File: src/rtl/arith_pkg.sv
// Shared arithmetic-unit definitions: divider FSM states, counter sizing
// helper and the quotient value reported for a zero divisor.
package arith_pkg;

    typedef enum logic [1:0] {
        IDLE = 2'd0,
        RUN  = 2'd1,
        DONE = 2'd2
    } div_state_t;

    // Bits needed to count 0 .. value-1; never less than one bit.
    function automatic int clog2(input int value);
        int bits;
        bits = 0;
        for (int v = value - 1; v > 0; v = v >> 1) begin
            bits = bits + 1;
        end
        return (bits < 1) ? 1 : bits;
    endfunction

    // Quotient reported when the divisor is zero (sliced to WIDTH by the user).
    localparam logic [63:0] DIV_ZERO_QUOTIENT = '1;

endpackage

File: src/rtl/div_trial_subtractor.sv
// Combinational W-bit a - b with borrow-out. Shared between the divider's
// trial subtraction and the ALU subtract path.
module div_trial_subtractor #(
    parameter int W = 9
) (
    input  logic [W-1:0] a,
    input  logic [W-1:0] b,
    output logic [W-1:0] diff,
    output logic         borrow
);

    logic [W:0] full;

    // One extra bit on the left captures the borrow out of the MSB.
    assign full   = {1'b0, a} - {1'b0, b};
    assign diff   = full[W-1:0];
    assign borrow = full[W];

endmodule

File: src/rtl/shift_subtract_divider.sv
// Sequential unsigned restoring divider, one quotient bit per clock.
// start/done handshake; quotient, remainder and divide-by-zero flag are
// held after done until the next accepted start.
module shift_subtract_divider
    import arith_pkg::*;
#(
    parameter int WIDTH = 8
) (
    input  logic             clk,
    input  logic             rst,
    input  logic             start,
    input  logic [WIDTH-1:0] dividend,
    input  logic [WIDTH-1:0] divisor,
    output logic             busy,
    output logic             done,
    output logic [WIDTH-1:0] quotient,
    output logic [WIDTH-1:0] remainder,
    output logic             div_by_zero
);

    localparam int               CNT_W      = clog2(WIDTH);
    localparam logic [CNT_W-1:0] LAST_COUNT = CNT_W'(WIDTH - 1);

    div_state_t       state_q, state_d;
    logic [CNT_W-1:0] count_q, count_d;
    logic [WIDTH:0]   rem_q, rem_d;
    logic [WIDTH-1:0] quo_q, quo_d;
    logic [WIDTH-1:0] dvsr_q, dvsr_d;
    logic             dbz_q, dbz_d;

    logic [WIDTH:0]   rem_shift;
    logic [WIDTH:0]   trial;
    logic             borrow;
    logic             take;
    logic             divisor_zero;

    assign divisor_zero = (divisor == '0);

    // Partial remainder shifted left with the next dividend bit brought in.
    assign rem_shift = {rem_q[WIDTH-1:0], quo_q[WIDTH-1]};

    div_trial_subtractor #(
        .W (WIDTH + 1)
    ) u_trial (
        .a      (rem_shift),
        .b      ({1'b0, dvsr_q}),
        .diff   (trial),
        .borrow (borrow)
    );

    // A bit shifted out of the remainder MSB means the shifted value already
    // exceeds any divisor, so the subtraction is taken regardless of borrow.
    // With the remainder kept below the divisor that bit is always zero.
    assign take = ~borrow | rem_q[WIDTH];

    // State register.
    always_ff @(posedge clk) begin
        if (rst) begin
            state_q <= IDLE;
        end else begin
            state_q <= state_d;
        end
    end

    // Next-state logic: zero divisor skips RUN, DONE always lasts one cycle.
    always_comb begin
        state_d = state_q;
        case (state_q)
            IDLE: begin
                if (start) begin
                    state_d = divisor_zero ? DONE : RUN;
                end
            end
            RUN: begin
                if (count_q == LAST_COUNT) begin
                    state_d = DONE;
                end
            end
            DONE:    state_d = IDLE;
            default: state_d = IDLE;
        endcase
    end

    // Status outputs decoded purely from registered state.
    always_comb begin
        busy = (state_q == RUN);
        done = (state_q == DONE);
    end

    // Datapath next-state: load on accept, one restoring step per RUN cycle.
    always_comb begin
        rem_d   = rem_q;
        quo_d   = quo_q;
        dvsr_d  = dvsr_q;
        dbz_d   = dbz_q;
        count_d = count_q;
        case (state_q)
            IDLE: begin
                if (start) begin
                    dvsr_d  = divisor;
                    count_d = '0;
                    if (divisor_zero) begin
                        quo_d = DIV_ZERO_QUOTIENT[WIDTH-1:0];
                        rem_d = {1'b0, dividend};
                        dbz_d = 1'b1;
                    end else begin
                        quo_d = dividend;
                        rem_d = '0;
                        dbz_d = 1'b0;
                    end
                end
            end
            RUN: begin
                rem_d   = take ? trial : rem_shift;
                quo_d   = {quo_q[WIDTH-2:0], take};
                count_d = count_q + 1'b1;
            end
            default: begin
            end
        endcase
    end

    // Datapath registers; reset discards any partial result.
    always_ff @(posedge clk) begin
        if (rst) begin
            rem_q   <= '0;
            quo_q   <= '0;
            dvsr_q  <= '0;
            dbz_q   <= 1'b0;
            count_q <= '0;
        end else begin
            rem_q   <= rem_d;
            quo_q   <= quo_d;
            dvsr_q  <= dvsr_d;
            dbz_q   <= dbz_d;
            count_q <= count_d;
        end
    end

    assign quotient    = quo_q;
    assign remainder   = rem_q[WIDTH-1:0];
    assign div_by_zero = dbz_q;

endmodule

File: config.mk
export PLATFORM = sky130hd
export DESIGN_NAME = shift_subtract_divider
export DESIGN_NICKNAME = d
export VERILOG_FILES = /design/src/rtl/arith_pkg.sv /design/src/rtl/div_trial_subtractor.sv /design/src/rtl/shift_subtract_divider.sv
export SDC_FILE = /design/constraint.sdc
export NUM_CORES = 1
export LEC_CHECK = 0
export ABC_AREA = 1
export BUFFER_PORTS_ARGS = -buffer_cell sky130_fd_sc_hd__buf_2
export CAP_MARGIN = 20
export CORE_MARGIN = 2
export CORE_UTILIZATION = 54
export DETAILED_ROUTE_END_ITERATION = 8
export PLACE_DENSITY = 0.78
export SETUP_SLACK_MARGIN = 0.15
export SLEW_MARGIN = 5
export SYNTH_ARGS = -nofsm -noshare
export SYNTH_HDL_FRONTEND = slang
export SYNTH_SLANG_ARGS = --single-unit
File: constraint.sdc
create_clock -name clk -period 4.26 [get_ports clk]
set_clock_uncertainty 0.1 [all_clocks]
set_input_delay 0.852 -clock clk [delete_from_list [all_inputs] [get_ports clk]]
set_output_delay 0.852 -clock clk [all_outputs]
set_load 0.02 [all_outputs]
== Word level (Yosys, flattened, before mapping) ==
Cells that the tools add are included.
Word-level totals
  bits in registers: 31
  input port bits: 19
  logic and storage cells: 35
Cells by class
  add/subtract/negate cells: 2
  equal/unequal tests: 5
  muxes and demuxes: 14
  bitwise gates (word level): 2
  reduce and logical (&&, ||, !) cells: 6
Operators by type and width (number)
  $mux 8: 3
  $mux 9: 2
  $pmux 9 s2: 1
  $pmux 8 s2: 1
  $sub 9x8->10: 1
  $logic_not 8->1: 1
  $mux 2: 3
  $pmux 3 s2: 1
  $reduce_and 2->1: 3
  $pmux 2 s2: 1
  $add 3x1->3 const B: 1
  $eq 3x3->1 const B: 1
  $mux 3: 1
  $eq 2x1->1 const B: 1
  $eq 2x2->1 const B: 1
  $logic_not 2->1: 1
  $ne 2x1->1 const B: 1
  $ne 2x2->1 const B: 1
  $reduce_bool 2->1: 1
  $mux 1: 1
  $not 1->1: 1
  $or 1x1->1: 1

== Logic depth before layout (Yosys ltp) ==
  depth in word-level cells: 5
  depth in mapped cells: 13

== Hierarchy ==
Synthesis repeated with hierarchy kept, for this count alone.
Second synthesis, totals
  cells, all modules: 337
  area, all modules: 2170.8 µm²
By module, submodules not included
  shift_subtract_divider: instances 1, cells each 236, area each 1651.6 µm², seq. area each 620.6 µm²
  div_trial_subtractor: instances 1, cells each 101, area each 519.2 µm², seq. area each 0.0 µm²

== Worst setup path before layout ==
OpenSTA, ideal clock, no wires.
  path type: reg-to-output
  from: register state_q[0]
  to: output busy
  arrival: 0.852 ns
  data required time: 3.308 ns
  slack: 2.456 ns
  cell stages (with the launch flop): 4
  cells stage by stage: dfxtp_1 inv_2 nor2_4 buf_2
Between the ends
  cells in the longest elaborated chain, start to end: 1
RTL lines
  start, declared: RTL line shift_subtract_divider.sv:24  | div_state_t state_q, state_d;
  start signal, assigned: RTL line shift_subtract_divider.sv:61  | state_q <= state_d;
  $eq 2x1->1: RTL line shift_subtract_divider.sv:86  | busy = (state_q == RUN);
  end, declared: RTL line shift_subtract_divider.sv:14  | output logic busy,
No other way between the ends.

== Worst setup path after layout ==
Same ends and word-level chain as after synthesis.

==> impl_metrics.py <==
metrics = {
    "placement": {
        "dpl.cell_count": 362,
        "io_buffer_count": 37,
        "place_ws_ps": 1909,
        "hpwl_um": 3430,
        "gp_congestion": 0.8951,
    },
    "synthesis": {
        "yosysTopAreaCellShare": 0.3062,
        "ys_seq_area_frac": 0.3062,
        "yosys_warnings": 0,
        "avgSynthCellArea_um2": 6.894,
        "synth_common_cells": "57 x nand2_1, 38 x inv_1, 31 x dfxtp_1, 30 x o21ai_0, 25 x a21oi_1",
        "synth_top_cell_by_area": "dfxtp_1",
        "synth_seq_cells": 31,
        "synth_xor_area_frac": 0.01296,
        "synth-simple-area-share": 0.2883,
        "synthTopCellsByArea": "dfxtp_1 31%, nand2_1 11%, o21ai_0 7.4%",
        "synthArstFlopShare": 0,
        "yosysMostFrequentCell": "nand2_1",
        "muxShareOfSynthArea": 0,
        "synth_cells": 294,
        "synth_nets": 324,
        "synth_top_family_by_area": "simple AND/OR/NAND/NOR gates",
        "ys_types": 29,
        "synth_ff_type": "dfxtp_1",
        "synth-edff-count": 0,
        "netlist_area_um2": 2027,
        "synth_fa_ha_area_frac": 0.07160,
        "synth_compound_area_frac": 0.1858,
    },
    "sta": {
        "fin_tns_setup_ps": 0,
        "whs_ps": 363.8,
        "period_share": 0.5906,
        "slew_headroom": 0.5661,
        "hold_viol_final": 0,
        "tightest_slew_ps": 650.1,
        "setup_viol": 0,
        "rsz0062_at_grt": "no",
        "max_freq_ghz": 0.3974,
        "finalWorstSetupSlack_ps": 1744,
        "maxSlewViolCount": 0,
        "fin_crit_ps": 2516,
    },
    "grt": {
        "antenna_found_initial": 0,
        "grt_pass1_vias": 1697,
        "grt_max_degree": 27,
        "grt_overflow": 0,
        "grt_usage": 0.2397,
        "grt_pass1_wl_um": 7797,
    },
    "worst_setup_path": {
        "startpoint_type": "register",
        "crit_buf_inv": 2,
        "slowest_stage": "nor2_4",
        "arrival_ps": 1560,
        "endpoint_kind": "output pin",
        "crit_family": "simple AND/OR/NAND/NOR gates",
        "cp_data_required_time_ps": 3310,
        "path_class": "register to output pin",
        "crit_fanout": 24,
        "cpPeakStageDelay_ps": 500,
        "path_cells": "inv_2, nor2_4, buf_2",
    },
    "floorplan": {
        "fp.dieH_um": 65.27,
        "coreArea_um2": 3633,
        "initial_utilization": 0.5579,
        "rows": 22,
        "die_area_um2": 4260,
        "io_pins": 38,
        "die_w_um": 65.27,
    },
    "clocking": {
        "cts_buffers": 5,
        "clk_latency_ps": 280,
        "clkTransAtPathRegs_ps": 60,
        "cts_root_buf": "clkbuf_8",
        "cts_hold_buf": 0,
        "cts-resized-gates": 0,
        "clockBufferDepth": 2,
        "htreeDepth": 2,
        "cts_tree": "built",
        "post-cts-setup-buffers": 0,
        "cts_sinks": 31,
    },
    "power": {
        "leakage_nw": 1.104,
        "finalPower_mw": 1.005,
        "pwr_density_cell_nw_per_um2": 447.8,
        "peakVddDrop_v": 0.0002822,
    },
    "job": {
        "max_cap_viol_count": 0,
    },
    "drt": {
        "drt_iter0_drc": 102,
        "wl_per_cell_um": 12.59,
        "drt_first_pass_iters": 4,
        "drcViolationCount": 0,
        "viasPerCell": 5.225,
        "vias": 1928,
        "ant_nets": 0,
        "routed_wl_um": 4647,
    },
    "finish": {
        "antenna_cells": 0,
        "finalNonFillerCells": 369,
        "register_area_um2": 620.6,
        "area_growth_pct": 10.68,
        "drive_gt1_frac": 0.1931,
        "multiInputGateArea_um2": 1132,
        "fill_cells": 364,
        "final_net_count": 351,
    },
    "status": {
        "status": "finished clean",
    },
    "min_path": {
        "hold_class": "register to register",
    },
}
cells by family (layout without fill, tap and decap cells):
family	count (synthesis)	after routing
AOI/OAI and AO/OA	72	72
xor gates and xnor gates	3	3
adders and majority gates	11	11
buffers and inverters	59	86
DFF	31	31
and+or+nand+nor	118	118
sequential cells by signal, indices dropped and copies added (netlist names):
signal	cells
count_q	3
div_by_zero	1
dvsr_q	8
quotient	8
rem_q	9
state_q	2
power breakdown:
group	internal, mW	leakage (nW)	switching, mW
Clock	0.127	0.0470	0.107
Combinational	0.149	0.801	0.274
Sequential	0.321	0.256	0.0260
Total	0.597	1.10	0.407
worst paths after layout:
check / slack [ps] / depth (start not counted) / end / from
hold reg to reg: 360 / 2 / dvsr_q[7]$_SDFFE_PP0P_ / dvsr_q[7]$_SDFFE_PP0P_
setup reg to reg: 2260 / 8 / quotient[0]$_SDFFE_PP0P_ / state_q[0]$_SDFFE_PP0P_
hold / removal: 360 / 2 / dvsr_q[7]$_SDFFE_PP0P_ / dvsr_q[7]$_SDFFE_PP0P_
setup / recovery: 1740 / 3 / busy / state_q[0]$_SDFFE_PP0P_
tightest hold or removal path: stages, from the launching register on:
cell	delay [ps]
dfxtp_1	300
inv_1	60
a21oi_1	60
cell type report:
cell class                 instances  share of cell area
clock buffer                       6             0.03681
clock inverter                     1            0.002231
inverter                          42             0.07027
multi-input combinational        204              0.5047
sequential                        31              0.2766
tap                               48             0.02677
timing repair buffer              37             0.08254
metal layers:
metal	GRT usage	vias up	routed length (um)
li1	-	1018	-
met1	0.3229	852	2237
met2	0.3814	50	2124
met3	0.05308	8	228
met4	0.07813	0	57
met5	0	-	0
per-stage QoR:
| step | area (um^2) | util |
|---|---|---|
| floorplan | 2027 | - |
| detailed placement | 2156 | 0.5933 |
| finish | 2243 | 0.6174 |
| global placement | 2156 | 0.5933 |
| CTS | 2243 | 0.6174 |
| global route | 2243 | 0.6174 |
cell usage in the layout, fill, tap and decap left out, types with 6 or more instances in the layout:
| cell | Yosys | routed |
|---|---|---|
| nand3_1 | 19 | 19 |
| nor2_1 | 18 | 18 |
| a21oi_1 | 25 | 25 |
| ha_1 | 10 | 10 |
| buf_2 | 6 | 37 |
| a31oi_1 | 13 | 13 |
| inv_1 | 38 | 38 |
| dfxtp_1 | 31 | 31 |
| nand2_1 | 57 | 57 |
| clkbuf_8 | 0 | 6 |
| o21ai_0 | 30 | 30 |
Power figures use the tool's default switching activity.
